--- config.mk ---
export PLATFORM = sky130hd
export DESIGN_NAME = wash_ctrl_fsm_flat
export DESIGN_NICKNAME = d
export VERILOG_FILES = /design/src/rtl/wash_ctrl_fsm_if.sv /design/src/rtl/wash_ctrl_fsm.sv /design/src/flat_wrapper.sv
export SDC_FILE = /design/constraint.sdc
export NUM_CORES = 1
export LEC_CHECK = 0
export BUFFER_PORTS_ARGS = -buffer_cell sky130_fd_sc_hd__buf_4
export CELL_PAD_IN_SITES_DETAIL_PLACEMENT = 1
export CELL_PAD_IN_SITES_GLOBAL_PLACEMENT = 2
export CORE_MARGIN = 2
export CORE_UTILIZATION = 27
export DETAILED_ROUTE_END_ITERATION = 10
export GPL_TIMING_DRIVEN = 1
export HOLD_SLACK_MARGIN = 0.15
export PLACE_DENSITY = 0.78
export REMOVE_ABC_BUFFERS = 1
export SYNTH_ARGS = -nofsm -noshare
export SYNTH_HDL_FRONTEND = slang
export SYNTH_SLANG_ARGS = --single-unit
--- constraint.sdc ---
create_clock -name clk -period 1.3 [get_ports clk]
set_input_delay 0.26 -clock clk [delete_from_list [all_inputs] [get_ports clk]]
set_output_delay 0.26 -clock clk [all_outputs]
set_load 0.02 [all_outputs]
--- src/rtl/wash_ctrl_fsm_if.sv ---
// Washing-machine controller bus: start/pause requests, timer handshake
// and status. master = stimulus side, slave = controller side.
interface wash_ctrl_fsm_if;
  logic       i_coin;
  logic       i_double_wash;
  logic       i_timer_pause;
  logic       i_timer_done;
  logic       o_timer_en;
  logic [1:0] o_timer_num;
  logic [2:0] o_state;
  logic       o_busy;
  logic       o_wash_done;

  modport master (
    output i_coin,
    output i_double_wash,
    output i_timer_pause,
    output i_timer_done,
    input  o_timer_en,
    input  o_timer_num,
    input  o_state,
    input  o_busy,
    input  o_wash_done
  );

  modport slave (
    input  i_coin,
    input  i_double_wash,
    input  i_timer_pause,
    input  i_timer_done,
    output o_timer_en,
    output o_timer_num,
    output o_state,
    output o_busy,
    output o_wash_done
  );
endinterface

--- src/rtl/wash_ctrl_fsm.sv ---
// Wash cycle sequencer: IDLE->FILL->WASH->RINSE(->WASH->RINSE)->SPIN->IDLE.
// Ports: clk, rst (async, active-low), bus (wash_ctrl_fsm_if.slave):
//   i_coin, i_double_wash, i_timer_pause, i_timer_done in;
//   o_timer_en, o_timer_num, o_state, o_busy, o_wash_done out (registered).
// Option: define WASH_DOUBLE_EN for the double-wash RINSE->WASH loop.
module wash_ctrl_fsm #(
  parameter logic [1:0] FILL_UNITS  = 2'd1,
  parameter logic [1:0] WASH_UNITS  = 2'd2,
  parameter logic [1:0] RINSE_UNITS = 2'd2,
  parameter logic [1:0] SPIN_UNITS  = 2'd1
) (
  input logic          clk,
  input logic          rst,
  wash_ctrl_fsm_if.slave bus
);

  // A zero-length phase would never see a done pulse; force at least one unit.
  localparam logic [1:0] FILL_N  =
    (FILL_UNITS == 2'd0) ? 2'd1 : FILL_UNITS;
  localparam logic [1:0] WASH_N  =
    (WASH_UNITS == 2'd0) ? 2'd1 : WASH_UNITS;
  localparam logic [1:0] RINSE_N =
    (RINSE_UNITS == 2'd0) ? 2'd1 : RINSE_UNITS;
  localparam logic [1:0] SPIN_N  =
    (SPIN_UNITS == 2'd0) ? 2'd1 : SPIN_UNITS;

  typedef enum logic [2:0] {
    S_IDLE  = 3'd0,
    S_FILL  = 3'd1,
    S_WASH  = 3'd2,
    S_RINSE = 3'd3,
    S_SPIN  = 3'd4
  } state_t;

  state_t     state_q;
  logic       done_q;
  logic       en_q;
  logic [1:0] num_q;
  logic       busy_q;
  logic       wdone_q;
  logic       adv;

`ifdef WASH_DOUBLE_EN
  logic       pass_q;
`else
  logic       unused_dw;
  assign unused_dw = bus.i_double_wash;
`endif

  // Advance on the falling edge of done: the timer has cleared its
  // count by then, so the next phase starts from zero.
  assign adv = done_q & ~bus.i_timer_done;

  always_ff @(posedge clk or negedge rst) begin
    if (!rst) begin
      state_q <= S_IDLE;
      done_q  <= 1'b0;
      en_q    <= 1'b0;
      num_q   <= 2'd0;
      busy_q  <= 1'b0;
      wdone_q <= 1'b0;
`ifdef WASH_DOUBLE_EN
      pass_q  <= 1'b0;
`endif
    end else begin
      done_q  <= bus.i_timer_done;
      wdone_q <= 1'b0;
      unique case (state_q)
        S_IDLE: begin
          if (bus.i_coin) begin
            state_q <= S_FILL;
            en_q    <= 1'b1;
            num_q   <= FILL_N;
            busy_q  <= 1'b1;
`ifdef WASH_DOUBLE_EN
            pass_q  <= bus.i_double_wash;
`endif
          end
        end
        S_FILL: begin
          if (adv) begin
            state_q <= S_WASH;
            num_q   <= WASH_N;
          end
        end
        S_WASH: begin
          if (adv) begin
            state_q <= S_RINSE;
            num_q   <= RINSE_N;
          end
        end
        S_RINSE: begin
          if (adv) begin
`ifdef WASH_DOUBLE_EN
            if (pass_q) begin
              state_q <= S_WASH;
              num_q   <= WASH_N;
              pass_q  <= 1'b0;
            end else begin
              state_q <= S_SPIN;
              num_q   <= SPIN_N;
            end
`else
            state_q <= S_SPIN;
            num_q   <= SPIN_N;
`endif
          end
        end
        S_SPIN: begin
          if (adv) begin
            state_q <= S_IDLE;
            en_q    <= 1'b0;
            num_q   <= 2'd0;
            busy_q  <= 1'b0;
            wdone_q <= 1'b1;
          end else begin
            // Pause only gates the timer during spin.
            en_q    <= ~bus.i_timer_pause;
          end
        end
        default: begin
          state_q <= S_IDLE;
          en_q    <= 1'b0;
          num_q   <= 2'd0;
          busy_q  <= 1'b0;
        end
      endcase
    end
  end

  assign bus.o_state     = state_q;
  assign bus.o_timer_en  = en_q;
  assign bus.o_timer_num = num_q;
  assign bus.o_busy      = busy_q;
  assign bus.o_wash_done = wdone_q;

endmodule

--- src/flat_wrapper.sv ---
// flat-port wrapper written by rule: the top's interface ports become plain ports
module wash_ctrl_fsm_flat 
#(
  parameter logic [1:0] FILL_UNITS  = 2'd1,
  parameter logic [1:0] WASH_UNITS  = 2'd2,
  parameter logic [1:0] RINSE_UNITS = 2'd2,
  parameter logic [1:0] SPIN_UNITS  = 2'd1
)
  (clk, rst, bus_i_coin, bus_i_double_wash, bus_i_timer_pause, bus_i_timer_done, bus_o_timer_en, bus_o_timer_num, bus_o_state, bus_o_busy, bus_o_wash_done);
  wash_ctrl_fsm_if bus_i ();
  input logic clk;
  input logic rst;
  input wire logic [$bits(bus_i.i_coin)-1:0] bus_i_coin;
  input wire logic [$bits(bus_i.i_double_wash)-1:0] bus_i_double_wash;
  input wire logic [$bits(bus_i.i_timer_pause)-1:0] bus_i_timer_pause;
  input wire logic [$bits(bus_i.i_timer_done)-1:0] bus_i_timer_done;
  output wire logic [$bits(bus_i.o_timer_en)-1:0] bus_o_timer_en;
  output wire logic [$bits(bus_i.o_timer_num)-1:0] bus_o_timer_num;
  output wire logic [$bits(bus_i.o_state)-1:0] bus_o_state;
  output wire logic [$bits(bus_i.o_busy)-1:0] bus_o_busy;
  output wire logic [$bits(bus_i.o_wash_done)-1:0] bus_o_wash_done;
  assign bus_i.i_coin = bus_i_coin;
  assign bus_i.i_double_wash = bus_i_double_wash;
  assign bus_i.i_timer_pause = bus_i_timer_pause;
  assign bus_i.i_timer_done = bus_i_timer_done;
  assign bus_o_timer_en = bus_i.o_timer_en;
  assign bus_o_timer_num = bus_i.o_timer_num;
  assign bus_o_state = bus_i.o_state;
  assign bus_o_busy = bus_i.o_busy;
  assign bus_o_wash_done = bus_i.o_wash_done;
  wash_ctrl_fsm #(.FILL_UNITS(FILL_UNITS), .WASH_UNITS(WASH_UNITS), .RINSE_UNITS(RINSE_UNITS), .SPIN_UNITS(SPIN_UNITS)) u_core (.clk(clk), .rst(rst), .bus(bus_i));
endmodule
==> impl_metrics.ini <==
[finish]
final_area_um2 = 586
area_delta_synth_final_pct = 49.0
nFillCells = 156
diodes = 0
final_util_pct = 43.9
final_cell_mix = 17 x buf_4, 9 x dfrtp_1, 3 x nor2_1, 3 x clkbuf_4
final_nets = 65
layout-drive-gt1-share_pct = 37.9
final_common_cell = buf_4

[sta]
worstMarginPinSlew_ns = 0.335
setup_tns_ns = 0
finalHoldViolCount = 0
setup_violations = 0
min_period_over_period_pct = 96.0
fin_crit_ns = 1.25
drv_slew = 0
fmax_mhz = 802
fin_skew_ns = 0.000280
rsz0062_at_grt = no
slew_headroom_pct = 77.6
whs_ns = 0.196

[logic_synthesis]
ys_top_cells_by_area = dfrtp_1 57%, maj3_2 2.9%, nor2_1 2.9%
yosysUniqueCellTypes = 23
yosysSeqAreaShare_pct = 57.3
synth_seq_cells = 9
synthCells = 35
avgSynthCellArea_um2 = 11.2
synth.largest_area_cell = dfrtp_1
yosys_warnings = 0
synth_top_area_share_pct = 57.3
syn_area_um2 = 393

[routing]
drt_iter0_markers = 0
firstDrtPassIters = 1
via_per_inst = 5.07
routedWlPerCell_um = 14.7
num_vias = 370
drt-total-wl_mm = 1.07
route.detailed.drc = 0
ant_nets = 0

[floorplan]
die_y_um = 42.1
die_w_um = 42.1
ios = 14
rows = 13
initial_core_util_pct = 29.5
die_area_um2 = 1780
core_um2 = 1330

[pwr]
cellLeakagePower_nw = 0.265
ir_worst_vdd_uv = 818
powerDensity_nw_per_um2 = 2290

[worst_setup_path]
cp_max_fo = 5
cp-end-kind = primary output
crit_start = u_core.bus.o_state[1]
crit_type = flip-flop to primary output
r2r-start = u_core.done_q
startpoint_type = flip-flop
crit_required_ns = 1.04
worst-r2r-cell-count = 3
crit_arrival_ns = 0.99

[clocking]
post_cts_buffers = 0
cts_buffers = 3
cts_max_path_buffers = 2
cts_tree = yes
clock_latency_ns = 0.25
path_clk_slew_ns = 0.06
cts_resized = 0
h-tree-depth = 1
root_buffer = clkbuf_4
clkSinkCount = 9

[global_routing]
grt_overflow = 0
antenna_found_initial = 0
grt_first_pass_wirelength_mm = 1.81
grt_start_max_net_pins = 10
grt_pass1_vias = 403
grt_use_total_pct = 14.0

[min_path]
hp-class = input pin to flip-flop
min_from = bus_i_timer_pause
whs_path_depth = 2

[run]
maxCapViolations = 0

[outcome]
status = finished clean

[placement]
placed_area_um2 = 539
gp_congestion = 0.762
hpwlAfterDp_um = 852
portBuffers = 12
==> logic make-up after synthesis <==
| family | share of synthesized area, % |
|---|---|
| DFF | 57.3 |
| buffers and inverters | 0.954 |
| AOI/OAI and AO/OA | 16.6 |
| adders and majority gates | 2.87 |
| and+or+nand+nor | 20.1 |
| xor gates and xnor gates | 2.23 |
==> path summary, 6_finish.rpt <==
kind	slack (ns)	end
max in group asynchronous	0.80	u_core.bus.o_timer_num[1]
max	0.05	bus_o_state[1]
min	0.20	u_core.bus.o_timer_en
min in group asynchronous	0.36	u_core.bus.o_wash_done
min reg2reg	0.52	u_core.bus.o_timer_num[0]
max reg2reg	0.10	u_core.bus.o_timer_num[0]
==> registers in the layout (all words and copies together), names as in the netlist <==
| signal | count |
|---|---|
| u_core.bus.o_busy | 1 |
| u_core.bus.o_state | 3 |
| u_core.bus.o_timer_num | 2 |
| u_core.bus.o_timer_en | 1 |
| u_core.bus.o_wash_done | 1 |
| u_core.done_q | 1 |
==> synthesized netlist by cell type <==
| cell type | instances |
|---|---|
| a211oi_1 | 1 |
| a21oi_1 | 1 |
| a22o_1 | 1 |
| a31o_1 | 1 |
| dfrtp_1 | 9 |
| inv_1 | 1 |
| maj3_2 | 1 |
| nand2_1 | 2 |
| nand2b_1 | 1 |
| nand3_1 | 1 |
| nand3b_1 | 1 |
| nand4_1 | 1 |
| nor2_1 | 3 |
| nor2b_1 | 1 |
| nor3_1 | 1 |
| nor3b_1 | 1 |
| nor4bb_1 | 1 |
| o21ai_0 | 2 |
| o31ai_1 | 1 |
| o32ai_1 | 1 |
| o41ai_1 | 1 |
| or2_2 | 1 |
| xor2_1 | 1 |
==> final cells by class <==
cell class,count,area (µm²),share of cell area (%)
inverter,1,3.75,0.641
clock buffer,4,26.3,4.49
tap,15,18.8,3.21
sequential,9,225,38.5
timing repair buffer,19,148,25.2
multi-input combinational,25,164,28.0
==> critical path: stages, from the launching register on <==
cell	delay [ns]
dfrtp_1	0.42
buf_4	0.17
buf_4	0.15
==> where the power goes <==
| group | switching, mW | internal (mW) |
|---|---|---|
| Combinational | 0.352 | 0.310 |
| Sequential | 0.0882 | 0.379 |
| Clock | 0.0951 | 0.118 |
==> metrics by stage <==
| stage | power (mW) | instances | setup slack [ns] |
|---|---|---|---|
| final | 1.34 | 73 | 0.0526 |
| after floorplan | 0.813 | 35 | 0.0427 |
| after global placement | 1.10 | 67 | 0.141 |
| after CTS | 1.36 | 73 | 0.0425 |
| after global routing | 1.44 | 73 | 0.00713 |
| after detailed placement | 1.14 | 67 | 0.107 |
==> layer usage <==
metal	GRT usage (%)	wire, µm	vias to the layer above
met1	15.2	460	182
li1	-	-	176
met3	3.88	49	2
met5	0	0	-
met4	5.63	4	0
met2	25.3	558	10
==> timing repair <==
action	in CTS	in global routing
hold buffers	2	0
endpoints found under the setup margin	0	0
endpoints found under the hold margin	10	0
(Power assumes the default switching activity.)
